===== src/rtl/turbo_llr_pkg.sv =====
// rtl/turbo_llr_pkg.sv - shared types and sizing helpers for the turbo LLR frame loader
package turbo_llr_pkg;

    typedef enum logic [1:0] {
        FILL  = 2'd0,
        ISSUE = 2'd1,
        WAIT  = 2'd2
    } loader_state_t;

    // Rows of the y array: systematic plus (NOUT-1) parity rows per constituent code.
    function automatic int STREAMS_F(input int nout);
        return 1 + 2 * (nout - 1);
    endfunction

    // Columns of the y array: information bits plus tail symbols.
    function automatic int SYMBOLS_F(input int n, input int tail_bits);
        return n + tail_bits;
    endfunction

    // Width of an index that counts 0..count-1, never narrower than one bit.
    function automatic int IDX_W(input int count);
        return (count > 1) ? $clog2(count) : 1;
    endfunction

endpackage


===== src/rtl/llr_beat_counter.sv =====
// rtl/llr_beat_counter.sv - stream/symbol position counter for symbol-major LLR beats
module llr_beat_counter
    import turbo_llr_pkg::*;
#(
    parameter int STREAMS = 3,
    parameter int SYMBOLS = 19,
    localparam int SW = IDX_W(STREAMS),
    localparam int YW = IDX_W(SYMBOLS)
) (
    input  logic          clk,
    input  logic          reset,
    input  logic          advance,
    input  logic          clear,
    output logic [SW-1:0] stream_idx,
    output logic [YW-1:0] sym_idx,
    output logic          last_beat
);

    logic stream_wrap;
    logic sym_wrap;

    // Wrap points of the inner (stream) and outer (symbol) indices.
    always_comb begin
        stream_wrap = (stream_idx == SW'(STREAMS - 1));
        sym_wrap    = (sym_idx == YW'(SYMBOLS - 1));
        last_beat   = stream_wrap && sym_wrap;
    end

    // Stream index runs fastest; symbol index steps each time the stream index wraps.
    always_ff @(posedge clk or posedge reset) begin
        if (reset) begin
            stream_idx <= '0;
            sym_idx    <= '0;
        end else if (clear) begin
            stream_idx <= '0;
            sym_idx    <= '0;
        end else if (advance) begin
            if (stream_wrap) begin
                stream_idx <= '0;
                sym_idx    <= sym_wrap ? '0 : sym_idx + 1'b1;
            end else begin
                stream_idx <= stream_idx + 1'b1;
            end
        end
    end

endmodule


===== src/rtl/turbo_llr_frame_loader.sv =====
// rtl/turbo_llr_frame_loader.sv - serial LLR frame assembler and decoder handshake; optional TURBO_LLR_FRAME_CHECK_EN
module turbo_llr_frame_loader
    import turbo_llr_pkg::*;
#(
    parameter int BITS        = 32,
    parameter int N           = 17,
    parameter int TAIL_BITS   = 2,
    parameter int NOUT        = 2,
    parameter int DEC_TIMEOUT = 1023,
    localparam int STREAMS    = STREAMS_F(NOUT),
    localparam int SYMBOLS    = SYMBOLS_F(N, TAIL_BITS)
) (
    input  logic            clk,
    input  logic            reset,
    input  logic            s_valid,
    output logic            s_ready,
    input  logic [BITS-1:0] s_llr,
    input  logic            s_last,
    input  logic            dec_done,
    output logic            in_valid,
    output logic [BITS-1:0] y [STREAMS][SYMBOLS],
    output logic [15:0]     frame_count,
    output logic            timeout_err,
    output logic            frame_err
);

    localparam int SW = IDX_W(STREAMS);
    localparam int YW = IDX_W(SYMBOLS);
    localparam int TW = IDX_W(DEC_TIMEOUT + 1);

    loader_state_t   state_q;
    loader_state_t   state_d;
    logic [SW-1:0]   stream_idx;
    logic [YW-1:0]   sym_idx;
    logic            last_beat;
    logic            beat_fire;
    logic            beat_bad;
    logic            beat_ok;
    logic            timer_expired;
    logic [TW-1:0]   timer_q;
    logic [BITS-1:0] frame_buf [STREAMS][SYMBOLS];

    // Input is accepted only while filling; reset forces ready low immediately.
    always_comb begin
        s_ready   = (state_q == FILL) && !reset;
        beat_fire = s_valid && s_ready;
    end

`ifdef TURBO_LLR_FRAME_CHECK_EN
    // A beat whose s_last disagrees with its frame position is a framing error.
    always_comb begin
        beat_bad = beat_fire && (s_last != last_beat);
    end
`else
    logic unused_s_last;
    assign unused_s_last = s_last;
    assign beat_bad      = 1'b0;
`endif

    // Good beats advance the position; dropped beats restart the frame.
    always_comb begin
        beat_ok       = beat_fire && !beat_bad;
        timer_expired = (timer_q == TW'(DEC_TIMEOUT - 1));
    end

    llr_beat_counter #(
        .STREAMS(STREAMS),
        .SYMBOLS(SYMBOLS)
    ) u_beat_counter (
        .clk       (clk),
        .reset     (reset),
        .advance   (beat_ok),
        .clear     (beat_bad),
        .stream_idx(stream_idx),
        .sym_idx   (sym_idx),
        .last_beat (last_beat)
    );

    // State register.
    always_ff @(posedge clk or posedge reset) begin
        if (reset) begin
            state_q <= FILL;
        end else begin
            state_q <= state_d;
        end
    end

    // Next state: fill until the final beat, one issue cycle, then wait for done or expiry.
    always_comb begin
        state_d = state_q;
        case (state_q)
            FILL:    if (beat_ok && last_beat) state_d = ISSUE;
            ISSUE:   state_d = WAIT;
            WAIT:    if (dec_done || timer_expired) state_d = FILL;
            default: state_d = FILL;
        endcase
    end

    // Frame buffer; contents before the first full frame are never presented.
    always_ff @(posedge clk) begin
        if (beat_ok) begin
            frame_buf[stream_idx][sym_idx] <= s_llr;
        end
    end

    // Present the frame for exactly the strobe cycle and zeros otherwise.
    always_ff @(posedge clk or posedge reset) begin
        if (reset) begin
            in_valid <= 1'b0;
            for (int s = 0; s < STREAMS; s++) begin
                for (int t = 0; t < SYMBOLS; t++) begin
                    y[s][t] <= '0;
                end
            end
        end else if (state_q == ISSUE) begin
            in_valid <= 1'b1;
            y        <= frame_buf;
        end else begin
            in_valid <= 1'b0;
            for (int s = 0; s < STREAMS; s++) begin
                for (int t = 0; t < SYMBOLS; t++) begin
                    y[s][t] <= '0;
                end
            end
        end
    end

    // Watchdog and completion bookkeeping; dec_done outranks a simultaneous expiry.
    always_ff @(posedge clk or posedge reset) begin
        if (reset) begin
            timer_q     <= '0;
            frame_count <= '0;
            timeout_err <= 1'b0;
        end else if (state_q == WAIT) begin
            if (dec_done) begin
                frame_count <= frame_count + 16'd1;
                timer_q     <= '0;
            end else if (timer_expired) begin
                timeout_err <= 1'b1;
                timer_q     <= '0;
            end else begin
                timer_q <= timer_q + 1'b1;
            end
        end else begin
            timer_q <= '0;
        end
    end

    // One-cycle framing error pulse.
    always_ff @(posedge clk or posedge reset) begin
        if (reset) begin
            frame_err <= 1'b0;
        end else begin
            frame_err <= beat_bad;
        end
    end

endmodule


===== config.mk =====
export PLATFORM = sky130hd
export DESIGN_NAME = turbo_llr_frame_loader
export DESIGN_NICKNAME = d
export VERILOG_FILES = /design/src/rtl/turbo_llr_pkg.sv /design/src/rtl/llr_beat_counter.sv /design/src/rtl/turbo_llr_frame_loader.sv
export SDC_FILE = /design/constraint.sdc
export NUM_CORES = 2
export LEC_CHECK = 0
export ABC_AREA = 0
export CORE_AREA = 2 2 723 725
export CTS_BUF_LIST = sky130_fd_sc_hd__clkbuf_16
export DETAILED_ROUTE_END_ITERATION = 8
export DIE_AREA = 0 0 725 727
export GPL_TIMING_DRIVEN = 0
export PLACE_DENSITY = 0.5
export RECOVER_POWER = 50
export SLEW_MARGIN = 40
export SYNTH_ARGS = -nofsm -noshare
export SYNTH_HDL_FRONTEND = slang
export SYNTH_SLANG_ARGS = --single-unit

===== constraint.sdc =====
create_clock -name clk -period 98.1 [get_ports clk]
set_input_delay 9.81 -clock clk [delete_from_list [all_inputs] [get_ports clk]]
set_output_delay 9.81 -clock clk [all_outputs]
set_load 0.03 [all_outputs]

==> flow_summary_export.csv <==
group,metric,value,unit
outcome,violations,"max-capacitance violations, max-slew violations",
worst_setup_path,path_cells,"dlygate4sd3_1 > nor3_1 > clkdlybuf4s50_1",
cts,ctsHoldBuffers,0,
cts,path_clk_slew,60,ps
sta,skew,123,ps
sta,tns,0,ps
logic_synthesis,synthSimpleGateAreaFrac,10.6,%
logic_synthesis,synth.avg_cell_area,19.4,µm²
worst_setup_path,startpoint_type,"primary input",
sta,finalHoldViolations,0,
worst_setup_path,end_kind,"output port",
worst_setup_path,worstPathMaxFanout,3,
global_route,grt_util_all_layers,15.9,%
worst_setup_path,max_stage_delay,800,ps
routing,drtIter0Drc,5702,
logic_synthesis,muxShareOfSynthArea,0.00982,%
placed_design,gp_congestion,0.804,
logic_synthesis,synth_compound_area_share,0.0753,%
placed_design,portBuffers,1878,
global_route,grt_start_max_net_pins,91,
logic_synthesis,synth_top_cell_by_area,"edfxtp_1",
die,die_x,725,µm
sta,period_minus_slack,21160,ps
logic_synthesis,netlist_instances,5927,
logic_synthesis,yosysMostFrequentCell,"dfrtp_1",
global_route,antenna_found_initial,79,
logic_synthesis,synthTopCellsByArea,"edfxtp_1 48%, dfrtp_1 41%, and2_1 10%",
die,start_util,22.1,%
pwr,power.density,20.5,mW/mm²
worst_setup_path,critPathArrivalTime,11350,ps
sta,setup_violations,0,
logic_synthesis,synth_cell_type_count,41,
cts,cts_max_level,5,
logic_synthesis,synth_top_area_share,47.7,%
pwr,power_leakage,61.3,nW
logic_synthesis,synth-seq-cells,3685,
cts,clk-insertion-delay-late,1000,ps
routing,detail-route-antenna-nets,0,
die,fp.coreArea,0.519,mm²
routing,wl_per_cell,27.4,µm
sta,tightest_slew,4330,ps
cts,post_cts_buffers,0,
die,die_area,0.527,mm²
routing,drc,0,
flow_run,maxCapViolCount,85,
routing,vias,59900,
worst_setup_path,slowest_stage,"clkdlybuf4s50_1",
die,rows,265,
sta,rsz0062_at_grt,"no",
logic_synthesis,yosysSeqAreaShare,88.3,%
global_route,grt_pass1_vias,62000,
cts,cts_resized,0,
finish,drive_gt1_share,8.28,%
cts,cts_tree,"yes",
sta,finalMaxSlewViolations,2821,
die,die_h,727,µm
routing,first_pass_iters,5,
finish,num-fill-cells,50900,
logic_synthesis,synthTopCellsByCount,"1861 x dfrtp_1, 1826 x and2_1, 1824 x edfxtp_1, 200 x clkbuf_1, 67 x nor2_1",
pwr,vdd_drop_max,0.0000179,V
pwr,p_total,3.24,mW
cts,clock-sinks,3685,
logic_synthesis,netlist_area,0.115,mm²
outcome,status,"finished, violations left",
logic_synthesis,ys.flop_type,"dfrtp_1",
sta,fin_crit_sh,21.6,%
logic_synthesis,postSynth.asyncResetShare,50.5,%
worst_setup_path,path_class,"primary input to output port",
cts,root_buffer,"clkbuf_16",
die,ios,1881,
cts,cts_buffers,381,
logic_synthesis,synth_edf_count,1824,
finish,num-nets-final,8450,
logic_synthesis,synth_xor_area_share,0.160,%
routing,wl,430,mm
sta,max_freq,47.3,MHz
routing,viasPerCell,3.81,
worst_setup_path,critical_path_required,88290,ps
placed_design,hpwl,313,mm
min_path,hp-class,"flop to flop",
logic_synthesis,synth_fa_ha_area_share,0.0763,%
cts,clockBufferDepth,4,
logic_synthesis,synth_top_family_by_area,"simple AND/OR/NAND/NOR gates",
logic_synthesis,synth.net_count,5971,
global_route,grt_overflow_total,0,
logic_synthesis,yosysWarningCount,0,
finish,area_delta_synth_final,37.7,%
sta,slew_headroom,-189,%
global_route,grt_pass1_wl,566,mm
-- through the flow --
stage | worst slack (ps) | area, µm² | util (%) | std cells | hold slack [ps]
3_3_place_gp | 13920 | 142000 | 27.4 | 14700 | 431
3_5_place_dp | 76950 | 148000 | 28.5 | 15000 | 432
5_1_grt | 75890 | 158000 | 30.4 | 15700 | 359
2_1_floorplan | 35740 | 115000 | - | 5927 | 427
6_report | 76940 | 158000 | 30.4 | 15700 | 369
4_1_cts | 76940 | 160000 | 30.9 | 15700 | 361
-- layout by cell type, fill, tap and decap left out, types with 57 or more instances in the layout --
master / n
and2_1: 545
nor2_4: 57
buf_16: 66
clkdlybuf4s50_1: 1843
clkbuf_16: 383
and2_0: 1281
dfrtp_1: 1861
clkbuf_1: 330
clkinv_1: 81
inv_1: 119
edfxtp_1: 1824
clkinv_2: 60
-- path summary, 6_finish.rpt --
kind	end	cells past startpoint	from	slack, ps
setup / recovery	s_ready	3	reset	76940
hold / removal	y[666]$_DFF_PP0_	1	frame_buf[666]$_DFFE_PP_	370
setup reg to reg	y[989]$_DFF_PP0_	8	state_q[0]$_DFFE_PP0P_	92050
hold reg to reg	y[666]$_DFF_PP0_	1	frame_buf[666]$_DFFE_PP_	370
max in group asynchronous	y[1036]$_DFF_PP0_	5	reset	78130
min in group asynchronous	y[72]$_DFF_PP0_	2	reset	9930
-- cell families (layout without fill, tap and decap cells) --
kind of cell               Yosys count  after routing
DFF                               3685           3685
and+or+nand+nor                   1973           1973
buffers and inverters              224           3037
xor gates and xnor gates            21             21
AOI/OAI and AO/OA                   15             15
adders and majority gates            7              7
other                                1             36
muxes                                1              1
-- state kept, by name (all words and copies together), names as in the netlist --
| name | count |
|---|---|
| in_valid | 1 |
| timer_q | 10 |
| u_beat_counter.stream_idx | 2 |
| frame_buf | 1824 |
| u_beat_counter.sym_idx | 5 |
| timeout_err | 1 |
| state_q | 2 |
| y | 1824 |
| frame_count | 16 |
-- worst max-delay path: cells and delay by family --
family,cells,cell delay [ps]
buffers and inverters,2,1380
AND/OR/NAND/NOR,1,150
-- power by group --
part	total (mW)	switching (mW)	internal, mW
Combinational	0.165	0.127	0.0378
Sequential	1.66	0.00808	1.65
Clock	1.41	0.628	0.785
-- layer usage --
metal	part of all wire (%)	track usage, %	vias up
met5	0	0	-
met3	9.2	4.89	652
met2	50	27.7	2862
met4	4.0	5.60	0
met1	37	18.3	31400
li1	-	-	25000
-- area by class of cell --
type	instances	area [µm²]	area share, %
diodes	35	87.6	0.0554
plain buffers	217	832	0.527
clock buffers	383	9580	6.07
clock inverters	334	2700	1.71
inverters	7	27.5	0.0174
multi-input cells	2018	12900	8.18
flip-flops and latches	3685	101000	64.1
well taps	6942	8690	5.50
repair buffers	2096	21800	13.8
Power figures use the tool's default switching activity.
